File: src/rtl/chan_mux_pkg.sv
// Shared encodings and sizing helpers for the scanning channel multiplexer.
package chan_mux_pkg;

  localparam logic MODE_MAN  = 1'b0;
  localparam logic MODE_SCAN = 1'b1;

  typedef enum logic {
    S_MAN  = 1'b0,
    S_SCAN = 1'b1
  } state_e;

  // Index width for a range of n values, never narrower than one bit.
  function automatic int sel_width(input int n);
    return (n > 2) ? $clog2(n) : 1;
  endfunction

endpackage

File: src/rtl/chan_next_find.sv
// Circular search for the next enabled channel strictly after cur.
// Returns cur unchanged when no channel is enabled.
module chan_next_find
  import chan_mux_pkg::*;
#(
  parameter int N  = 8,
  parameter int SW = sel_width(N)
) (
  input  logic [SW-1:0] cur,
  input  logic [N-1:0]  en_mask,
  output logic [SW-1:0] nxt,
  output logic          any_en,
  output logic          wrapped
);

  logic          hi_found;
  logic          lo_found;
  logic [SW-1:0] hi_idx;
  logic [SW-1:0] lo_idx;

  // Lowest enabled index above cur wins; otherwise the search wraps to the lowest enabled index.
  always_comb begin
    hi_found = 1'b0;
    lo_found = 1'b0;
    hi_idx   = '0;
    lo_idx   = '0;
    for (int i = 0; i < N; i++) begin
      if (en_mask[i]) begin
        if (!hi_found && (SW'(i) > cur)) begin
          hi_idx   = SW'(i);
          hi_found = 1'b1;
        end
        if (!lo_found) begin
          lo_idx   = SW'(i);
          lo_found = 1'b1;
        end
      end
    end
  end

  always_comb begin
    any_en  = |en_mask;
    wrapped = !hi_found && lo_found;
    if (hi_found) begin
      nxt = hi_idx;
    end else if (lo_found) begin
      nxt = lo_idx;
    end else begin
      nxt = cur;
    end
  end

endmodule

File: src/rtl/chan_mux_scan.sv
// N-channel registered multiplexer with manual select and an auto-scan mode
// that dwells DWELL cycles on each enabled channel.
module chan_mux_scan
  import chan_mux_pkg::*;
#(
  parameter  int W     = 8,
  parameter  int N     = 8,
  parameter  int DWELL = 4,
  localparam int SW    = sel_width(N)
) (
  input  logic           CLK,
  input  logic           RST,
  input  logic [W*N-1:0] DIN,
  input  logic [SW-1:0]  SEL,
  input  logic           MODE,
  input  logic [N-1:0]   EN_MASK,
  input  logic           HOLD,
  output logic [W-1:0]   Y,
  output logic [SW-1:0]  Y_CH,
  output logic           Y_VLD,
  output logic           WRAP
);

  localparam int CW = sel_width(DWELL);

  state_e        state_q, state_d;
  logic [SW-1:0] ptr_q, ptr_d;
  logic [CW-1:0] cnt_q, cnt_d;
  logic [W-1:0]  y_q, y_d;
  logic [SW-1:0] y_ch_q, y_ch_d;
  logic          y_vld_q, y_vld_d;
  logic          wrap_q, wrap_d;

  logic          sel_ok;
  logic [W-1:0]  sel_data;
  logic          ptr_en;
  logic [W-1:0]  ptr_data;
  logic [SW-1:0] find_cur;
  logic [SW-1:0] find_nxt;
  logic          find_any;
  logic          find_wrapped;

  // In manual mode the search starts from the channel on Y (scan entry);
  // in scan mode it starts from the pointer (dwell expiry or masked-off channel).
  assign find_cur = (state_q == S_SCAN) ? ptr_q : y_ch_q;

  chan_next_find #(.N(N), .SW(SW)) u_find (
    .cur     (find_cur),
    .en_mask (EN_MASK),
    .nxt     (find_nxt),
    .any_en  (find_any),
    .wrapped (find_wrapped)
  );

  // Out-of-range SEL matches no channel, so it reads as not selectable.
  always_comb begin
    sel_ok   = 1'b0;
    sel_data = '0;
    ptr_en   = 1'b0;
    ptr_data = '0;
    for (int i = 0; i < N; i++) begin
      if (SEL == SW'(i)) begin
        sel_ok   = EN_MASK[i];
        sel_data = DIN[i*W +: W];
      end
      if (ptr_q == SW'(i)) begin
        ptr_en   = EN_MASK[i];
        ptr_data = DIN[i*W +: W];
      end
    end
  end

  always_ff @(posedge CLK) begin
    if (RST) begin
      state_q <= S_MAN;
      ptr_q   <= '0;
      cnt_q   <= '0;
      y_q     <= '0;
      y_ch_q  <= '0;
      y_vld_q <= 1'b0;
      wrap_q  <= 1'b0;
    end else begin
      state_q <= state_d;
      ptr_q   <= ptr_d;
      cnt_q   <= cnt_d;
      y_q     <= y_d;
      y_ch_q  <= y_ch_d;
      y_vld_q <= y_vld_d;
      wrap_q  <= wrap_d;
    end
  end

  always_comb begin
    state_d = state_q;
    if (!HOLD) begin
      state_d = (MODE == MODE_SCAN) ? S_SCAN : S_MAN;
    end
  end

  // Valid semantics: Y_VLD is high for exactly the cycles in which Y/Y_CH carry
  // a fresh sample of an enabled channel; there is no back-pressure, the
  // consumer must take the word in that cycle. Y/Y_CH keep their last value otherwise.
  always_comb begin
    ptr_d   = ptr_q;
    cnt_d   = cnt_q;
    y_d     = y_q;
    y_ch_d  = y_ch_q;
    y_vld_d = 1'b0;
    wrap_d  = 1'b0;
    if (!HOLD) begin
      if (state_q == S_MAN) begin
        if (sel_ok) begin
          y_d     = sel_data;
          y_ch_d  = SEL;
          y_vld_d = 1'b1;
        end
        if (MODE == MODE_SCAN) begin
          ptr_d = find_nxt;
          cnt_d = '0;
        end
      end else if (!find_any) begin
        cnt_d = '0;
      end else if (!ptr_en) begin
        ptr_d  = find_nxt;
        cnt_d  = '0;
        wrap_d = find_wrapped;
      end else begin
        y_d     = ptr_data;
        y_ch_d  = ptr_q;
        y_vld_d = 1'b1;
        if (cnt_q == CW'(DWELL - 1)) begin
          ptr_d  = find_nxt;
          cnt_d  = '0;
          wrap_d = find_wrapped;
        end else begin
          cnt_d = cnt_q + CW'(1);
        end
      end
    end
  end

  assign Y     = y_q;
  assign Y_CH  = y_ch_q;
  assign Y_VLD = y_vld_q;
  assign WRAP  = wrap_q;

endmodule

File: config.mk
export PLATFORM = sky130hd
export DESIGN_NAME = chan_mux_scan
export DESIGN_NICKNAME = d
export VERILOG_FILES = /design/src/rtl/chan_mux_pkg.sv /design/src/rtl/chan_next_find.sv /design/src/rtl/chan_mux_scan.sv
export SDC_FILE = /design/constraint.sdc
export NUM_CORES = 1
export LEC_CHECK = 0
export CAP_MARGIN = 20
export CELL_PAD_IN_SITES_DETAIL_PLACEMENT = 1
export CELL_PAD_IN_SITES_GLOBAL_PLACEMENT = 1
export CORE_ASPECT_RATIO = 1.1
export CORE_MARGIN = 2
export CORE_UTILIZATION = 36
export CTS_CLUSTER_SIZE = 12
export DETAILED_ROUTE_END_ITERATION = 7
export HOLD_SLACK_MARGIN = 0.15
export MAX_ROUTING_LAYER = met4
export PLACE_DENSITY_LB_ADDON = 0.1
export SLEW_MARGIN = 20
export SYNTH_ARGS = -nofsm -noshare
export SYNTH_HDL_FRONTEND = slang
export SYNTH_SLANG_ARGS = --single-unit
export TNS_END_PERCENT = 30
File: constraint.sdc
create_clock -name CLK -period 3.4 [get_ports CLK]
set_input_delay 0.34 -clock CLK [delete_from_list [all_inputs] [get_ports CLK]]
set_output_delay 0.34 -clock CLK [all_outputs]
set_load 0.05 [all_outputs]
==> results of run 1 <==
## cell families after synthesis
group / Yosys count / synth area share (%)
compound gates: 116 / 32.5
simple gates: 112 / 21.7
buf+inv: 48 / 7.74
mux: 45 / 23.5
flops: 19 / 14.1
fa+ha+maj: 1 / 0.464
## cell type report
cell class	instances	area, um^2	share of cell area [%]
flip-flops and latches	19	380	10.3
clock buffers	3	41.3	1.12
well taps	87	109	2.95
clock inverters	1	5.00	0.136
repair buffers	100	978	26.5
multi-input cells	274	2110	57.2
inverters	17	63.8	1.73
## through the flow
stage	instances	setup slack [ps]
after global placement	497	705
after detailed placement	497	623
after floorplan	341	1470
final	501	808
after CTS	501	857
after global routing	501	626
## power by group through the flow
stage	Clock [uW]	Combinational (uW)	Sequential [uW]
floorplan	0	333	298
detailed placement	0	567	281
global placement	0	556	281
global route	177	616	279
CTS	166	569	276
finish	167	569	277
## placed cells by master (no fill, tap or decap), types with 13 or more instances in the layout
master	count
dfxtp_1	19
nand2_1	34
clkdlybuf4s50_1	91
mux2i_1	19
nor2_1	19
inv_1	16
o21ai_0	24
a21oi_1	22
mux2_2	13
## critical path: stages, from the launching register on
cell      delay (ps)
dfxtp_1          990
inv_1            400
a311oi_1         560
o21ba_2          220
o211a_1          170
o221a_1          180
## flip-flops by register name, summed over array words and instances (netlist names)
register,count
WRAP,1
Y,8
Y_CH,3
Y_VLD,1
cnt_q,2
ptr_q,3
state_q,1
## how the worst max path moves through the flow
stage	depth (start not counted)	to	startpoint	slack, ps
after floorplan	7	Y_CH[1]	EN_MASK[3]	1470
after global routing	4	Y[3]	state_q	630
after detailed placement	6	Y[3]	SEL[0]	620
after global placement	6	Y[4]	SEL[0]	710
final	5	ptr_q[1]	state_q	810
after CTS	4	Y[3]	state_q	860
## layer usage
layer,wire length [um],vias up,part of all wire (%),track usage [%]
met1,4620,1492,46,32.4
met5,0,-,0,-
met2,4980,84,50,45.1
met4,81,0,0.81,5.08
li1,-,1462,-,-
met3,319,7,3.2,0.962
==> reports/metrics.yaml, run 1 <==
cts-resized-gates: 0
synth_top_area_share_pct: 14.1
path_clk_slew_ps: 70
seq_power_share_pct: 27.4
r2r_start: "state_q"
cts_root_buf: "clkbuf_8"
route.detailed.drc: 0
drt_iter0_drc: 131
clk_latency_ps: 270
dr.pass1.iters: 4
cap_viol_max_count: 0
synthTopCellsByCount: "nand2_1 (34), o21ai_0 (24), a21oi_1 (22)"
synthToLayoutAreaGrowth_pct: 36.6
layout-drive-gt1-share_pct: 12.8
rows: 33
rrSetupSlack_ps: 810
clockBufferDepth: 2
post_cts_buffers: 0
utilization_pct: 50.2
power.density_nw_per_um2: 275
crit_type: "reg -> reg"
numCtsBuffers: 3
fin_area_um2: 3690
reg2regPathDepth: 5
slew_violations: 0
fill_cells: 893
vias: 3045
synth.largest_area_cell: "dfxtp_1"
syn-instance-count: 341
fin_crit_sh_pct: 76.2
endpoint_kind: "register"
dieArea_um2: 8210
clkPwrFrac_pct: 16.4
layout_min_cycle_time_ps: 2590
syn-cell-area_um2: 2700
yosysWarnings: 0
holdBufCountCts: 0
start_util_pct: 36.7
cts_tree: "done"
clock_skew_ps: 4.95
die_h_um: 94.8
viasPerCell: 6.08
min_from: "cnt_q[1]"
rsz0062_at_grt: "false"
ir_drop_v: 0.000124
arrival_ps: 2800
grt_overflow: 0
finalPower_uw: 1010
tightestPinTransition_ps: 1020
crit_fanout: 26
slew_headroom_pct: 32.1
hold_violations: 0
grt_max_degree: 31
ys_ff_latch: 19
r2r_end: "ptr_q[1]"
grt_pass1_wl_um: 16100
drt-total-wl_um: 10000
antenna_found_initial: 0
cts_num_sinks: 19
switching_share_pct: 41.2
synth.most_common_cell: "nand2_1"
grt_use_total_pct: 25.5
grt_pass1_vias: 3183
hold_end: "cnt_q[1]"
p_int_uw: 596
htreeDepth: 1
num_io_pins: 92
io_buffers: 91
synth_ff_type: "dfxtp_1"
synth_nets: 421
dp_hpwl_um: 7970
synth_edf_count: 0
diodes: 0
synth_area_leaders: "dfxtp_1 (14%), mux4_2 (10%), mux2i_1 (7.0%)"
wire_per_inst_um: 20.0
routabilityCongestion: 0.872
switchingPower_uw: 418
synthDistinctLibCells: 67
nNetsFinal: 495
p_leak_uw: 0.00135
critPathRequiredTime_ps: 3610
final.setup.tns_ps: 0
async_reset_ff_share_pct: 0
power_frac_comb_pct: 56.2
timing.fmax_ghz: 0.386
place_area_um2: 3640
yosysSeqAreaShare_pct: 14.1
status: "finished clean"
setup_violations: 0
cp-start-kind: "register"
hold_path.class: "reg -> reg"
hold_ws_ps: 465
die-width_um: 86.6
antenna_left: 0
core-area_um2: 7350
hold_path_depth: 2
avgSynthCellArea_um2: 7.91
Note: power is estimated with default switching activity, not from simulation.
==> run 2, diff against run 1 <==
--- a/config.mk
+++ b/config.mk
@@ -10,7 +10,7 @@
 export CELL_PAD_IN_SITES_GLOBAL_PLACEMENT = 1
 export CORE_ASPECT_RATIO = 1.1
 export CORE_MARGIN = 2
-export CORE_UTILIZATION = 36
+export CORE_UTILIZATION = 33
 export CTS_CLUSTER_SIZE = 12
 export DETAILED_ROUTE_END_ITERATION = 7
 export HOLD_SLACK_MARGIN = 0.15
==> constraint.sdc (replaced) <==
create_clock -name CLK -period 2.63 [get_ports CLK]
set_input_delay 0.263 -clock CLK [delete_from_list [all_inputs] [get_ports CLK]]
set_output_delay 0.263 -clock CLK [all_outputs]
set_load 0.05 [all_outputs]
==> reports/metrics.yaml, run 2 (synthesized netlist as in run 1, its figures left out) <==
cp_cell_sequence: "buf_4, nor3b_1, o21ai_0, a21boi_0, nor4bb_1, o32ai_1"
fill_cells: 981
status: "finished clean"
die_h_um: 98.9
layout_min_cycle_time_ps: 2310
cp-start-kind: "register"
drt_iter0_drc: 115
slew_headroom_pct: 64.1
wire_per_inst_um: 19.0
io_buffers: 91
final.setup.tns_ps: 0
utilization_pct: 48.7
timing.fmax_ghz: 0.433
grt_max_degree: 31
path_buf_inv: 1
setup_violations: 0
antenna_found_initial: 0
endpoint_kind: "register"
clockBufferDepth: 2
antenna_left: 0
htreeDepth: 1
core-area_um2: 7910
hold_path.class: "reg -> reg"
rows: 34
grt_pass1_wl_um: 16700
num_io_pins: 92
dp_hpwl_um: 8110
clock_skew_ps: 6.22
cpPeakStageDelay_ps: 660
cpLargestDelayFamily: "compound AO/OA/AOI/OAI gates"
cts_root_buf: "clkbuf_8"
grt_overflow: 0
slew_violations: 0
final_cell_mix: "clkdlybuf4s50_1 (91), nand2_1 (34), o21ai_0 (24), a21oi_1 (22), buf_4 (22)"
largest_register_ffs: 8
tightestPinTransition_ps: 538
vias: 3142
dr.pass1.iters: 4
synthToLayoutAreaGrowth_pct: 42.7
layout_commonest_cell: "clkdlybuf4s50_1"
p_leak_uw: 0.00143
nNetsFinal: 510
clk_latency_ps: 260
layout-drive-gt1-share_pct: 15.9
diodes: 0
critPathRequiredTime_ps: 2750
crit_type: "reg -> reg"
cap_viol_max_count: 0
viasPerCell: 5.85
fin_crit_sh_pct: 87.9
cpMaxStageDelayCell: "dfxtp_1"
power.density_nw_per_um2: 348
routabilityCongestion: 0.873
path_clk_slew_ps: 70
dieArea_um2: 8920
start_util_pct: 34.1
grt_pass1_vias: 3319
cts_tree: "done"
ir_drop_v: 0.000143
crit_fanout: 10
holdBufCountCts: 0
drt-total-wl_um: 10200
cts_num_sinks: 19
route.detailed.drc: 0
cts-resized-gates: 0
hold_violations: 0
rsz0062_at_grt: "false"
grt_use_total_pct: 23.5
numCtsBuffers: 3
die-width_um: 90.2
post_cts_buffers: 0
arrival_ps: 2440
-- run 2: cell count changes in the layout (fill, tap and decap cells not counted), sizes merged --
cell and change:
buf +15
-- run 2: path summary, 6_finish.rpt --
kind         startpoint  endpoint  slack [ps]  cells after the start
max reg2reg    ptr_q[1]  ptr_q[2]         320                      6
max            ptr_q[1]  ptr_q[2]         320                      6
min reg2reg    cnt_q[1]  cnt_q[1]         460                      2
min            cnt_q[1]  cnt_q[1]         460                      2
-- run 2: report_power, final --
part / switching (uW) / internal [uW] / leakage (uW) / total [uW]
Sequential: 36.9 / 311 / 0.000155 / 347
Combinational: 402 / 383 / 0.00125 / 785
Clock: 103 / 105 / 0.0000255 / 209
-- run 2: metal layers --
metal | part of all wire (%) | GRT usage, %
met3 | 3.6 | 1.99
met4 | 1.6 | 5.09
met1 | 46 | 29.7
met5 | 0 | -
met2 | 48 | 41.1
-- run 2: cell type report --
cell class                 instances  area, um^2  area share [%]
multi-input combinational        274        2110            54.8
timing repair buffer             115        1120            29.0
sequential                        19         380            9.88
tap                              108         135            3.51
inverter                          17        63.8            1.66
clock buffer                       3        41.3            1.07
clock inverter                     1        5.00           0.130
-- run 2: metrics by stage --
step | std cells | hold slack, ps | power (uW) | setup slack, ps | instance area [um^2]
after floorplan | 341 | 407 | 816 | 727 | 2700
after global placement | 533 | 447 | 1120 | 210 | 3800
after detailed placement | 533 | 458 | 1130 | 139 | 3800
after CTS | 537 | 468 | 1340 | 333 | 3850
after global routing | 537 | 490 | 1420 | 44.2 | 3850
final | 537 | 463 | 1340 | 319 | 3850
-- run 2: worst reg2reg max path: stages (launching register included) --
cell and delay, ps:
dfxtp_1 660, buf_4 280, nor3b_1 70, o21ai_0 200, a21boi_0 460, nor4bb_1 360
o32ai_1 150
